`src/rtl/rs232_tx_pkg.sv`:
```
// Shared RS232 frame definitions: FSM encoding, frame geometry and the parity rule.
// The receive side of the controller uses the same frame format.
package rs232_tx_pkg;

    typedef enum logic [2:0] {
        ST_IDLE   = 3'd0,
        ST_START  = 3'd1,
        ST_DATA   = 3'd2,
        ST_PARITY = 3'd3,
        ST_STOP   = 3'd4
    } tx_state_t;

    localparam int   RS232_DATA_BITS  = 8;
    localparam int   RS232_FRAME_BITS = 11;
    localparam logic RS232_PARITY_ODD = 1'b1;

    // Parity bit that makes data plus parity hold an odd number of ones.
    function automatic logic parity_bit(input logic [RS232_DATA_BITS-1:0] d);
        return RS232_PARITY_ODD ? ~^d : ^d;
    endfunction

endpackage

```
`src/rtl/rs232_tx_fifo.sv`:
```
// Byte FIFO ahead of the serializer: synchronous write, head read straight from the
// storage registers, extra pointer MSB distinguishes full from empty.
module rs232_tx_fifo
    import rs232_tx_pkg::*;
#(
    parameter int DEPTH = 4
) (
    input  logic                       clk,
    input  logic                       rst,
    input  logic                       push,
    input  logic                       pop,
    input  logic [RS232_DATA_BITS-1:0] wdata,
    output logic [RS232_DATA_BITS-1:0] head,
    output logic                       full,
    output logic                       empty
);
    localparam int AW = $clog2(DEPTH);

    logic [AW:0]                  wr_ptr;
    logic [AW:0]                  rd_ptr;
    logic [RS232_DATA_BITS-1:0]   mem [DEPTH];

    assign full  = (wr_ptr[AW] != rd_ptr[AW]) && (wr_ptr[AW-1:0] == rd_ptr[AW-1:0]);
    assign empty = (wr_ptr == rd_ptr);
    assign head  = mem[rd_ptr[AW-1:0]];

    always_ff @(posedge clk or posedge rst) begin
        if (rst) begin
            wr_ptr <= '0;
            rd_ptr <= '0;
        end else begin
            if (push && !full)
                wr_ptr <= wr_ptr + (AW+1)'(1);
            if (pop && !empty)
                rd_ptr <= rd_ptr + (AW+1)'(1);
        end
    end

    // Storage needs no reset: only slots between the pointers are ever read.
    always_ff @(posedge clk) begin
        if (push && !full)
            mem[wr_ptr[AW-1:0]] <= wdata;
    end

endmodule

```
`src/rtl/rs232_tx.sv`:
```
// RS232 transmit engine: buffers bytes and sends start, 8 data bits MSB first,
// odd parity and stop, one bit per clk_rs232_en strobe.
module rs232_tx
    import rs232_tx_pkg::*;
#(
    parameter int FIFO_DEPTH = 4
) (
    input  logic                       clk,
    input  logic                       rst,
    input  logic                       clk_rs232_en,
    input  logic                       send_word,
    input  logic [RS232_DATA_BITS-1:0] data_rs232_out,
    output logic                       ready,
    output logic                       busy,
    output logic                       overflow,
    output logic                       tx
);
    tx_state_t                  state;
    logic [RS232_DATA_BITS-1:0] shreg;
    logic [2:0]                 bit_cnt;
    logic                       par;
    logic [RS232_DATA_BITS-1:0] head;
    logic                       full;
    logic                       empty;
    logic                       push;
    logic                       pop;

    assign ready = ~full;
    assign push  = send_word & ready;
    // A new frame may only begin from IDLE or at the closing strobe of STOP.
    assign pop   = clk_rs232_en & ~empty & ((state == ST_IDLE) | (state == ST_STOP));

    rs232_tx_fifo #(.DEPTH(FIFO_DEPTH)) u_fifo (
        .clk   (clk),
        .rst   (rst),
        .push  (push),
        .pop   (pop),
        .wdata (data_rs232_out),
        .head  (head),
        .full  (full),
        .empty (empty)
    );

    always_ff @(posedge clk or posedge rst) begin
        if (rst) begin
            state    <= ST_IDLE;
            tx       <= 1'b1;
            shreg    <= '0;
            bit_cnt  <= '0;
            par      <= 1'b0;
            busy     <= 1'b0;
            overflow <= 1'b0;
        end else begin
            overflow <= overflow | (send_word & ~ready);
            // Busy stays up unless the line is about to go idle with nothing queued.
            busy     <= push | ~empty |
                        ((state != ST_IDLE) & ~((state == ST_STOP) & clk_rs232_en));
            if (clk_rs232_en) begin
                case (state)
                    ST_IDLE, ST_STOP: begin
                        if (!empty) begin
                            shreg <= head;
                            par   <= parity_bit(head);
                            tx    <= 1'b0;
                            state <= ST_START;
                        end else begin
                            tx    <= 1'b1;
                            state <= ST_IDLE;
                        end
                    end
                    ST_START: begin
                        tx      <= shreg[7];
                        shreg   <= {shreg[6:0], 1'b0};
                        bit_cnt <= 3'd7;
                        state   <= ST_DATA;
                    end
                    ST_DATA: begin
                        if (bit_cnt == 3'd0) begin
                            tx    <= par;
                            state <= ST_PARITY;
                        end else begin
                            tx      <= shreg[7];
                            shreg   <= {shreg[6:0], 1'b0};
                            bit_cnt <= bit_cnt - 3'd1;
                        end
                    end
                    ST_PARITY: begin
                        tx    <= 1'b1;
                        state <= ST_STOP;
                    end
                    default: begin
                        tx    <= 1'b1;
                        state <= ST_IDLE;
                    end
                endcase
            end
        end
    end

endmodule
```
`config.mk`:
```
export PLATFORM = sky130hd
export DESIGN_NAME = rs232_tx
export DESIGN_NICKNAME = d
export VERILOG_FILES = /design/src/rtl/rs232_tx_pkg.sv /design/src/rtl/rs232_tx_fifo.sv /design/src/rtl/rs232_tx.sv
export SDC_FILE = /design/constraint.sdc
export NUM_CORES = 1
export LEC_CHECK = 0
export ABC_AREA = 1
export CORE_MARGIN = 3
export CORE_UTILIZATION = 61
export CTS_BUF_LIST = sky130_fd_sc_hd__clkbuf_4 sky130_fd_sc_hd__clkbuf_8
export CTS_CLUSTER_SIZE = 24
export DETAILED_ROUTE_END_ITERATION = 8
export HOLD_SLACK_MARGIN = 0.12
export PLACE_DENSITY = 0.81
export SYNTH_ARGS = -nofsm -noshare
export SYNTH_HDL_FRONTEND = slang
export SYNTH_SLANG_ARGS = --single-unit
```
`constraint.sdc`:
```
create_clock -name clk -period 1.9 [get_ports clk]
set_input_delay 0.475 -clock clk [delete_from_list [all_inputs] [get_ports clk]]
set_output_delay 0.475 -clock clk [all_outputs]
set_load 0.05 [all_outputs]
```
==> out/qor.yml <==
outcome: "finished, final reports clean"
p_leak_nw: 1.47
r2r-end: "par"
worst-endpoint-arrival_ns: 1.41
dp_hpwl_um: 3740
hold_depth: 2
tightest_slew_ns: 0.400
hold_viol_final: 0
grt_use_total_pct: 21.7
drt-pass1-iter-count: 4
crit_required_ns: 1.42
coreArea_um2: 4200
synth_area_leaders: "edfxtp_1, dfrtp_1, nand2_1"
timing.rr.start: "u_fifo.rd_ptr[1]"
gr-total-overflow: 0
grt_pass1_wl_um: 8810
crit_path_end_kind: "output pin"
clock-sinks: 56
n_antenna_cell: 0
crit_chain: "xnor2_1 -> and2_4 -> nand2_4 -> buf_12"
placed_area_um2: 3010
hold_buffers: 0
ff2ff_setup_slack_ns: 0.23
maxCapViolations: 0
crit_slowest_cell: "dfrtp_1"
htree_levels: 2
placementRows: 23
startpoint: "u_fifo.rd_ptr[0]"
yosys_warnings: 0
insertion_delay_ns: 0.31
drc: 0
fin_crit_sh_pct: 99.1
final_cell_area_um2: 3130
synth_cells: 304
initial_core_util_pct: 66.6
final_common_cell: "nand2_1"
netlist_area_um2: 2800
yosysSeqAreaShare_pct: 55.9
syn_area_per_cell_um2: 9.20
postRouteWirelength_um: 5190
antenna_found_initial: 0
rr_worst_depth: 11
portBuffers: 15
finalSetupViolations: 0
crit_end: "ready"
synth.largest_area_cell: "edfxtp_1"
hold_class: "flip-flop to flip-flop"
path_class: "flip-flop to output pin"
die_w_um: 73.7
cts_tree: "done"
skew_ns: 0.00665
clk_pin_slew_ns: 0.10
ys_types: 28
mostFrequentLayoutCells: "nand2_1, edfxtp_1, inv_1, dfrtp_1, nand3_1"
fp.dieArea_um2: 5430
dp_slack_ns: 0.00805
drive_gt1_share_pct: 13.7
grt_max_degree: 25
num-nets-final: 346
powerDensity_nw_per_um2: 1760
io_pins: 16
cts-buffers-inserted: 5
ys_seq_elements: 56
num_vias: 2022
nFillCells: 304
syn_nets: 323
area_growth_pct: 12.0
slew-limit-headroom_pct: 73.3
root_buffer: "clkbuf_8"
worst_setup_path_start_kind: "flip-flop"
synth_top_area_share_pct: 34.4
routed_via_density: 5.35
max_stage_delay_ns: 0.44
finalMaxSlewViolations: 0
wl_per_cell_um: 13.7
worst_slack_ns: 0.0175
die_height_um: 73.7
ir_worst_vdd_mv: 1.30
clock.fmax_ghz: 0.531
grt_pass1_vias: 1982
cts_buffer_depth: 2
gp_congestion: 0.806
power.total_mw: 5.52
path_max_fanout: 3
initialDrtViolationCount: 117
antenna_left: 0
period_needed_ns: 1.88
## cells in the mapped netlist
| master | n |
|---|---|
| dfrtp_1 | 23 |
| nand3_1 | 21 |
| nor2_8 | 1 |
| buf_2 | 2 |
| o21bai_1 | 1 |
| nand3b_1 | 3 |
| buf_8 | 1 |
| o21ai_2 | 7 |
| a22oi_1 | 3 |
| nand2_1 | 127 |
| inv_4 | 1 |
| o21ai_0 | 12 |
| a21oi_1 | 3 |
| nor3_2 | 1 |
| o31ai_1 | 1 |
| nand2_2 | 7 |
| nor3_1 | 1 |
| and2_1 | 1 |
| nor2_1 | 7 |
| dfstp_2 | 1 |
| xor2_1 | 4 |
| xnor2_1 | 4 |
| nor2_2 | 2 |
| edfxtp_1 | 32 |
| buf_6 | 2 |
| inv_1 | 26 |
| ha_1 | 7 |
| buf_4 | 3 |
## what timing repair did
item                       CTS  global route
setup endpoints to repair    0             2
hold endpoints to repair     0             0
buffers inserted             0             1
gates resized for setup      0             5
## state kept, by name, summed over array words and instances, names as in the netlist
name and cells:
bit_cnt 3, busy 1, overflow 1, par 1
shreg 8, state 3, tx 1, u_fifo.mem 32
u_fifo.rd_ptr 3, u_fifo.wr_ptr 3
## layer usage
metal,track usage [%],part of all wire (%)
met4,8.25,1.3
met3,4.79,4.2
met5,0,0
met1,27.8,42
met2,35.9,52
## kinds of logic after synthesis
family	share of synthesized area [%]
XOR/XNOR	2.51
adder cells (fa/ha/maj)	3.13
flip-flops	55.9
AO/OA/AOI/OAI	6.22
AND/OR/NAND/NOR	26.0
buffers and inverters	6.22
## power breakdown
part / switching, mW / total [mW] / leakage, nW / internal (mW)
Combinational: 1.87 / 2.91 / 0.855 / 1.04
Sequential: 0.251 / 1.96 / 0.569 / 1.71
Clock: 0.385 / 0.649 / 0.0447 / 0.263
## cell type report
| class | count | area, um2 | share of cell area [%] |
|---|---|---|---|
| Timing Repair Buffer | 24 | 233 | 7.43 |
| Clock inverter | 3 | 22.5 | 0.719 |
| Clock buffer | 5 | 68.8 | 2.20 |
| Inverter | 27 | 108 | 3.43 |
| Tap cell | 50 | 62.6 | 2.00 |
| Multi-Input combinational cell | 213 | 1070 | 34.3 |
| Sequential cell | 56 | 1560 | 49.9 |
## worst max-delay path: cells and delay by family, from the launching register on
| kind | cells | cell delay, ns |
|---|---|---|
| simple gates | 2 | 0.26 |
| buf+inv | 1 | 0.16 |
| xor+xnor | 1 | 0.23 |
| flops | 1 | 0.44 |
## worst min path at each step
stage,from,to,slack (ns)
5_1_grt,overflow,overflow,0.50
3_3_place_gp,shreg[1],shreg[1],0.46
3_5_place_dp,shreg[1],shreg[1],0.46
4_1_cts,shreg[1],shreg[1],0.49
2_1_floorplan,par,par,0.45
6_report,shreg[1],shreg[1],0.49
## per-stage QoR
step                      hold WS, ns  instances  setup TNS, ns  util (%)
after global routing            0.498        378        -0.0388      74.6
after floorplan                 0.449        304          -1.72         -
after detailed placement        0.464        369              0      71.7
after global placement          0.462        369              0      71.7
final                           0.485        378              0      74.6
after CTS                       0.488        377              0      73.9
(Power assumes the default switching activity.)
